--- config.mk ---
export PLATFORM = sky130hd
export DESIGN_NAME = spi_pattern_gen
export DESIGN_NICKNAME = d
export VERILOG_FILES = /design/src/rtl/spi_pkg.sv /design/src/rtl/spi_pattern_gen.sv
export SDC_FILE = /design/constraint.sdc
export NUM_CORES = 1
export LEC_CHECK = 0
export BUFFER_PORTS_ARGS = -buffer_cell sky130_fd_sc_hd__buf_2
export CAP_MARGIN = 20
export CELL_PAD_IN_SITES_DETAIL_PLACEMENT = 1
export CELL_PAD_IN_SITES_GLOBAL_PLACEMENT = 1
export CORE_MARGIN = 4
export CORE_UTILIZATION = 46
export CTS_BUF_LIST = sky130_fd_sc_hd__clkbuf_8
export DETAILED_ROUTE_END_ITERATION = 10
export PLACE_DENSITY = 0.79
export SKIP_LAST_GASP = 1
export SYNTH_ARGS = -nofsm -noshare
export SYNTH_HDL_FRONTEND = slang
export SYNTH_SLANG_ARGS = --single-unit
--- constraint.sdc ---
create_clock -name clk -period 3.5 [get_ports clk]
set_input_delay 0.35 -clock clk [delete_from_list [all_inputs] [get_ports clk]]
set_output_delay 0.35 -clock clk [all_outputs]
set_load 0.03 [all_outputs]
--- src/rtl/spi_pkg.sv ---
// ---------------------------------------------------------------------------
// spi_pkg
// Types and constants shared by the SPI/JTAG loopback pattern generator and
// the far-end FIFO pattern checker.
//   pgen_state_t     generator FSM state encoding
//   PGEN_FIRST_CHAR  value of byte 0 of every frame ('1')
//   PGEN_LEN         bytes per frame ('1'..'9')
// ---------------------------------------------------------------------------
package spi_pkg;

   typedef enum logic [1:0] {
      IDLE  = 2'd0,
      WRITE = 2'd1,
      GAP   = 2'd2,
      DONE  = 2'd3
   } pgen_state_t;

   localparam logic [7:0] PGEN_FIRST_CHAR = 8'h31;
   localparam int         PGEN_LEN        = 9;

endpackage : spi_pkg

--- src/rtl/spi_pattern_gen.sv ---
// ---------------------------------------------------------------------------
// spi_pattern_gen
// Writer-side pattern source: pushes frames of FIRST_CHAR..FIRST_CHAR+
// PATTERN_LEN-1 into a show-ahead FIFO so the far-end checker sees a known
// stream. Bounded or continuous frame count, inter-frame gap, and full-FIFO
// backpressure.
//
// Ports
//   clk      in   system clock, all logic on posedge
//   rst      in   asynchronous, active-low reset
//   start    in   1-cycle pulse, latches frames and starts generation (IDLE only)
//   stop     in   1-cycle pulse, finish the current frame then stop (sticky)
//   frames   in   frame count latched at start, 0 = continuous
//   wdata    out  FIFO write data (registered)
//   wr       out  FIFO write strobe, one byte per cycle with wr=1
//   full     in   FIFO full flag
//   usedw    in   FIFO fill level, status only
//   busy     out  high from the cycle after start until DONE
//   done     out  1-cycle pulse when generation ends
//   frm_cnt  out  completed frames, wraps at 255
//   err_inj  in   (SPI_PATTERN_ERR_INJ_EN only) sticky request to corrupt
//                 bit 0 of the next byte written at idx == PATTERN_LEN/2
//
// Build option: define SPI_PATTERN_ERR_INJ_EN to add the err_inj port.
// Without it the stream is always clean.
// ---------------------------------------------------------------------------
module spi_pattern_gen
   import spi_pkg::*;
#(
   parameter int               DATA        = 8,
   parameter int               FIFO_DEPTH  = 16,
   parameter int               PATTERN_LEN = PGEN_LEN,
   parameter logic [7:0]       FIRST_CHAR  = PGEN_FIRST_CHAR,
   parameter int               GAP_CYCLES  = 2,
   localparam int              USEDW_W     = $clog2(FIFO_DEPTH)
) (
   input  logic               clk,
   input  logic               rst,
   input  logic               start,
   input  logic               stop,
   input  logic [7:0]         frames,
   output logic [DATA-1:0]    wdata,
   output logic               wr,
   input  logic               full,
   input  logic [USEDW_W-1:0] usedw,
   output logic               busy,
   output logic               done,
   output logic [7:0]         frm_cnt
`ifdef SPI_PATTERN_ERR_INJ_EN
   ,
   input  logic               err_inj
`endif
);

   localparam logic [7:0] LAST_IDX = 8'(PATTERN_LEN - 1);
   // Gap counter counts down to zero, so it is loaded with one less than the gap.
   localparam logic [7:0] GAP_LOAD = 8'((GAP_CYCLES > 0) ? GAP_CYCLES - 1 : 0);

   pgen_state_t     state_q,     state_d;
   logic [7:0]      idx_q,       idx_d;
   logic [7:0]      gap_cnt_q,   gap_cnt_d;
   logic [7:0]      frm_cnt_q,   frm_cnt_d;
   logic [7:0]      frm_tgt_q,   frm_tgt_d;
   logic            stop_pend_q, stop_pend_d;
   logic [DATA-1:0] wdata_q,     wdata_d;
   logic            busy_q,      busy_d;
   logic            done_q,      done_d;

   logic stop_seen;
   logic tgt_hit;
   logic last_write;
   logic wdata_upd;

   // Fill level is informational only; reduce it so it is visibly consumed.
   logic unused_usedw;
   assign unused_usedw = ^usedw;

   // Write strobe follows full combinationally so a stall costs no extra cycle.
   assign wr         = (state_q == WRITE) && !full;
   assign last_write = wr && (idx_q == LAST_IDX);
   assign stop_seen  = stop_pend_q | stop;
   // Compare against the count before this frame's increment lands.
   assign tgt_hit    = (frm_tgt_q != 8'd0) && ((frm_cnt_q + 8'd1) == frm_tgt_q);

`ifdef SPI_PATTERN_ERR_INJ_EN
   localparam logic [7:0] ERR_IDX = 8'(PATTERN_LEN / 2);
   logic err_pend_q, err_pend_d;
   logic flip_q,     flip_d;
`endif

   always_comb begin
      // NOTE: every _d gets a hold default first so no path infers a latch.
      state_d     = state_q;
      idx_d       = idx_q;
      gap_cnt_d   = gap_cnt_q;
      frm_cnt_d   = frm_cnt_q;
      frm_tgt_d   = frm_tgt_q;
      stop_pend_d = stop_pend_q;
      wdata_d     = wdata_q;

      unique case (state_q)
         IDLE: begin
            // stop is ignored here; start wins when both arrive together.
            stop_pend_d = 1'b0;
            if (start) begin
               state_d   = WRITE;
               frm_tgt_d = frames;
               frm_cnt_d = 8'd0;
               idx_d     = 8'd0;
            end
         end

         WRITE: begin
            stop_pend_d = stop_seen;
            if (wr) begin
               idx_d = idx_q + 8'd1;
            end
            if (last_write) begin
               idx_d     = 8'd0;
               frm_cnt_d = frm_cnt_q + 8'd1;
               if (stop_seen || tgt_hit) begin
                  state_d = DONE;
               end else if (GAP_CYCLES == 0) begin
                  state_d = WRITE;
               end else begin
                  state_d   = GAP;
                  gap_cnt_d = GAP_LOAD;
               end
            end
         end

         GAP: begin
            stop_pend_d = stop_seen;
            if (gap_cnt_q == 8'd0) begin
               state_d = stop_seen ? DONE : WRITE;
            end else begin
               gap_cnt_d = gap_cnt_q - 8'd1;
            end
         end

         DONE: begin
            state_d = IDLE;
         end

         default: state_d = IDLE;
      endcase

      // A stop is consumed by the transition it causes.
      if (state_d == DONE) begin
         stop_pend_d = 1'b0;
      end

      busy_d = (state_d == WRITE) || (state_d == GAP);
      done_d = (state_d == DONE);

      // wdata is registered: refresh it only when idx moves or WRITE is entered,
      // so it stays stable across a full stall.
      wdata_upd = (state_d == WRITE) && ((state_q != WRITE) || wr);

`ifdef SPI_PATTERN_ERR_INJ_EN
      err_pend_d = err_pend_q | err_inj;
      if (wr && flip_q) begin
         err_pend_d = 1'b0;
      end
      flip_d = flip_q;
      if (wdata_upd) begin
         flip_d  = err_pend_d && (idx_d == ERR_IDX);
         wdata_d = (DATA'(FIRST_CHAR) + DATA'(idx_d)) ^ DATA'(flip_d);
      end
`else
      if (wdata_upd) begin
         wdata_d = DATA'(FIRST_CHAR) + DATA'(idx_d);
      end
`endif
   end

   // NOTE: sequential state uses non-blocking assignments only, so every flop
   // samples the pre-edge value of every other flop.
   always_ff @(posedge clk or negedge rst) begin
      if (!rst) begin
         state_q     <= IDLE;
         idx_q       <= 8'd0;
         gap_cnt_q   <= 8'd0;
         frm_cnt_q   <= 8'd0;
         frm_tgt_q   <= 8'd0;
         stop_pend_q <= 1'b0;
         wdata_q     <= '0;
         busy_q      <= 1'b0;
         done_q      <= 1'b0;
`ifdef SPI_PATTERN_ERR_INJ_EN
         err_pend_q  <= 1'b0;
         flip_q      <= 1'b0;
`endif
      end else begin
         state_q     <= state_d;
         idx_q       <= idx_d;
         gap_cnt_q   <= gap_cnt_d;
         frm_cnt_q   <= frm_cnt_d;
         frm_tgt_q   <= frm_tgt_d;
         stop_pend_q <= stop_pend_d;
         wdata_q     <= wdata_d;
         busy_q      <= busy_d;
         done_q      <= done_d;
`ifdef SPI_PATTERN_ERR_INJ_EN
         err_pend_q  <= err_pend_d;
         flip_q      <= flip_d;
`endif
      end
   end

   assign wdata   = wdata_q;
   assign busy    = busy_q;
   assign done    = done_q;
   assign frm_cnt = frm_cnt_q;

endmodule : spi_pattern_gen

==> impl_metrics.ini <==
[outcome]
status = finished, final reports clean

[placed_design]
hpwl_mm = 4.949
place_congestion = 0.8280
io_buffers = 31
dp.cells = 404

[pwr]
p_sw_w = 0.001067
leakage_nw = 1.399
p_clk_share_pct = 13.7
power-per-cell-area_nw_per_um2 = 745.5
p_sw_share_pct = 45.84
irDropWorstVdd_mv = 0.3865
combPwrFrac_pct = 51.3
total_power_w = 0.002327
seqPwrFrac_pct = 35.0
p_int_w = 0.001260

[routing]
wl_per_cell_um = 16.11
num_vias = 2354
ant_nets = 0
drt_iter0_drc = 85
viasPerCell = 5.686
finalWirelength_mm = 6.671
drc = 0
drt_first_pass_iters = 4

[sta]
max_slew.worst_pin.slew_ns = 0.5738
skew_ns = 0.005675
max_freq_mhz = 316.3
whs_ns = 0.2745
max-slew-margin-rel_pct = 61.45
drv_slew = 0
setup-tns-final_ns = 0
rsz0062_at_grt = false
setup_viol = 0
period_share_pct = 90.34
period_minus_slack_ns = 3.162
hold_viol_final = 0

[setup_path]
worst_path_most_repeated_cell = ha_1
path_cells = ha_1 -> or4b_1 -> nand3_1 -> a21oi_1 -> nor4_1 -> o21ai_0 -> a22oi_1 -> ha_1 -> nand2_1 -> mux2_2
cp-end-kind = flip-flop
max_stage_delay_ns = 0.48
critPathSlowestCell = or4b_1
worstPathArrival_ns = 3.36
critPathBufInv = 0
worstPathMaxFanout = 15
worstPathRequired_ns = 3.70
criticalPathCategory = reg -> reg
cp-start-kind = flip-flop
cp_top_family = simple AND/OR/NAND/NOR gates
regToRegSetupSlack_ns = 0.34

[synth]
synth.top_cell.area_share_pct = 40.45
syn_area_per_cell_um2 = 9.128
seq_area_frac_synth_pct = 40.45
yosys.cell_types.count = 62
synth_edf_count = 0
async_flop_share_pct = 100.0
syn_inst = 305
synthTopCellsByArea = dfrtp_1 (40%), o21ai_0 (5.6%), nand2_1 (5.5%)
synth_warnings = 0
syn-num-nets = 333
synthesis.area_um2 = 2784
ys_ff_latch = 45
synth_ff_type = dfrtp_1
synth_top_area_cell = dfrtp_1

[floorplanning]
fp.coreArea_um2 = 5886
die_w_um = 85.80
initial_core_util_pct = 47.30
die_y_um = 85.80
ioPinCount = 36
std_cell_rows = 28
die_area_um2 = 7361

[clock_network]
ctsRootBufferMaster = clkbuf_8
cts_hold_buf = 0
cts_tree = built
cts.sinks = 45
post_cts_buffers = 0
cts_max_level = 2
clkTransAtPathRegs_ns = 0.09
cts_buffers = 5
clk_path_buf_depth = 2
clk_latency_ns = 0.30
cts.repair.resized = 0

[finish]
area_growth_pct = 12.13
num-nets-final = 366
n_antenna_cell = 0
layout.cells.non_filler = 414
drive_gt1_share_pct = 18.29

[global_route]
grt_pass1_vias = 2427
grt_max_degree = 46
antenna_found_initial = 0
globalRouteTotalUtil_pct = 19.59
gr-total-overflow = 0
grt_pass1_wl_mm = 11.59

[job]
drv_cap = 0

[worst_hold_path]
hold_class = in -> reg
==> worst reg2reg max path, cell delays in order, from the launching register on <==
cell and delay (ns):
dfrtp_1 0.39, ha_1 0.36, or4b_1 0.48, nand3_1 0.11, a21oi_1 0.08, nor4_1 0.35, o21ai_0 0.15, a22oi_1 0.30
ha_1 0.22, nand2_1 0.26, mux2_2 0.37
==> layout make-up <==
type | count | area (µm²)
Inverter | 15 | 56.30
Timing Repair Buffer | 38 | 222.7
Clock buffer | 5 | 68.82
Multi-Input combinational cell | 233 | 1539
Clock inverter | 3 | 15.01
Fill cell | 732 | 2764
Sequential cell | 45 | 1126
Tap cell | 75 | 93.84
==> through the flow <==
step	util, %	cell area, µm²	worst slack (ns)
3_3_place_gp	51.11	3008	0.3893
5_1_grt	53.04	3122	0.07863
6_report	53.04	3122	0.3381
4_1_cts	52.53	3092	0.2969
3_5_place_dp	51.11	3008	0.3010
2_1_floorplan	-	2784	0.6421
==> cells in the final DEF (no fill, tap or decap), drive strengths merged, types with 2 or more instances in the layout <==
cell	n
dfrtp	45
nand2	41
buf	37
o21ai	32
nor2	18
inv	16
a21oi	13
nor3	11
ha	11
mux2	10
nand2b	9
xnor2	9
nand3	7
nor4	5
clkbuf	5
o31ai	5
nand4b	4
and3	4
o211ai	4
a21o	3
nor2b	3
nor3b	3
nor4b	3
nand4	3
mux2i	2
a31oi	2
or3	2
a21boi	2
a22o	2
o21a	2
or3b	2
==> sequential cells by signal, indices dropped and copies added, names as in the netlist <==
name and count:
gap_cnt_q 8, stop_pend_q 1, done 1, idx_q 8, wdata 8, state_q 2, busy 1, frm_cnt 8
frm_tgt_q 8
==> power by group through the flow <==
stage               combinational, W  clock (W)  sequential (W)
CTS                          0.00120   0.000330        0.000816
global route                 0.00133   0.000357        0.000843
detailed placement           0.00119          0        0.000827
global placement             0.00115          0        0.000817
finish                       0.00119   0.000318        0.000815
floorplan                   0.000780          0        0.000913
==> kinds of logic after synthesis <==
family          count (synthesis)  share of synthesized area, %
compound gates                 79                         18.83
simple gates                  121                         23.59
flops                          45                         40.45
buf+inv                        27                         4.269
fa+ha+maj                      11                         4.944
xor+xnor                       10                         3.146
mux                            12                         4.764
==> path summary, 6_finish.rpt <==
path / from / to / depth (start not counted)
hold reg to reg: wdata[0]$_DFFE_PN0P_ / wdata[0]$_DFFE_PN0P_ / 2
min in group asynchronous: rst / wdata[6]$_DFFE_PN0P_ / 2
setup reg to reg: frm_cnt[0]$_DFFE_PN0P_ / wdata[1]$_DFFE_PN0P_ / 10
setup / recovery: frm_cnt[0]$_DFFE_PN0P_ / wdata[1]$_DFFE_PN0P_ / 10
hold / removal: frames[0] / frm_tgt_q[0]$_DFFE_PN0P_ / 2
max in group asynchronous: rst / gap_cnt_q[7]$_DFFE_PN0P_ / 3
==> routing by layer <==
layer / share of wire, % / track usage (%) / up-vias / wire length (µm)
li1: - / - / 1157 / -
met1: 46 / 26.13 / 1161 / 3064
met2: 49 / 32.13 / 31 / 3297
met3: 3.4 / 3.746 / 5 / 229
met4: 1.2 / 6.331 / 0 / 79
met5: 0 / 0 / - / 0
==> cell usage after synthesis (2+ instances only) <==
cell and instances:
nand2b_1 9, ha_1 11, mux2_2 10, mux2i_1 2
a31oi_1 2, o211ai_1 4, nor3_1 11, a21oi_1 13
xnor2_1 9, nor3b_1 2, nor4_1 5, clkbuf_1 4
o21a_1 2, a22o_1 2, o31ai_1 3, buf_4 3
nor2_1 18, nor2b_1 3, or3_1 2, nand4_1 2
o21ai_0 31, nand2_1 41, nand4b_1 4, inv_1 14
buf_2 4, nor4b_1 2, a21o_1 3, nand3_1 7
a21boi_0 2, and3_1 4, dfrtp_1 45
No activity file was read; power rests on OpenSTA's default activity.
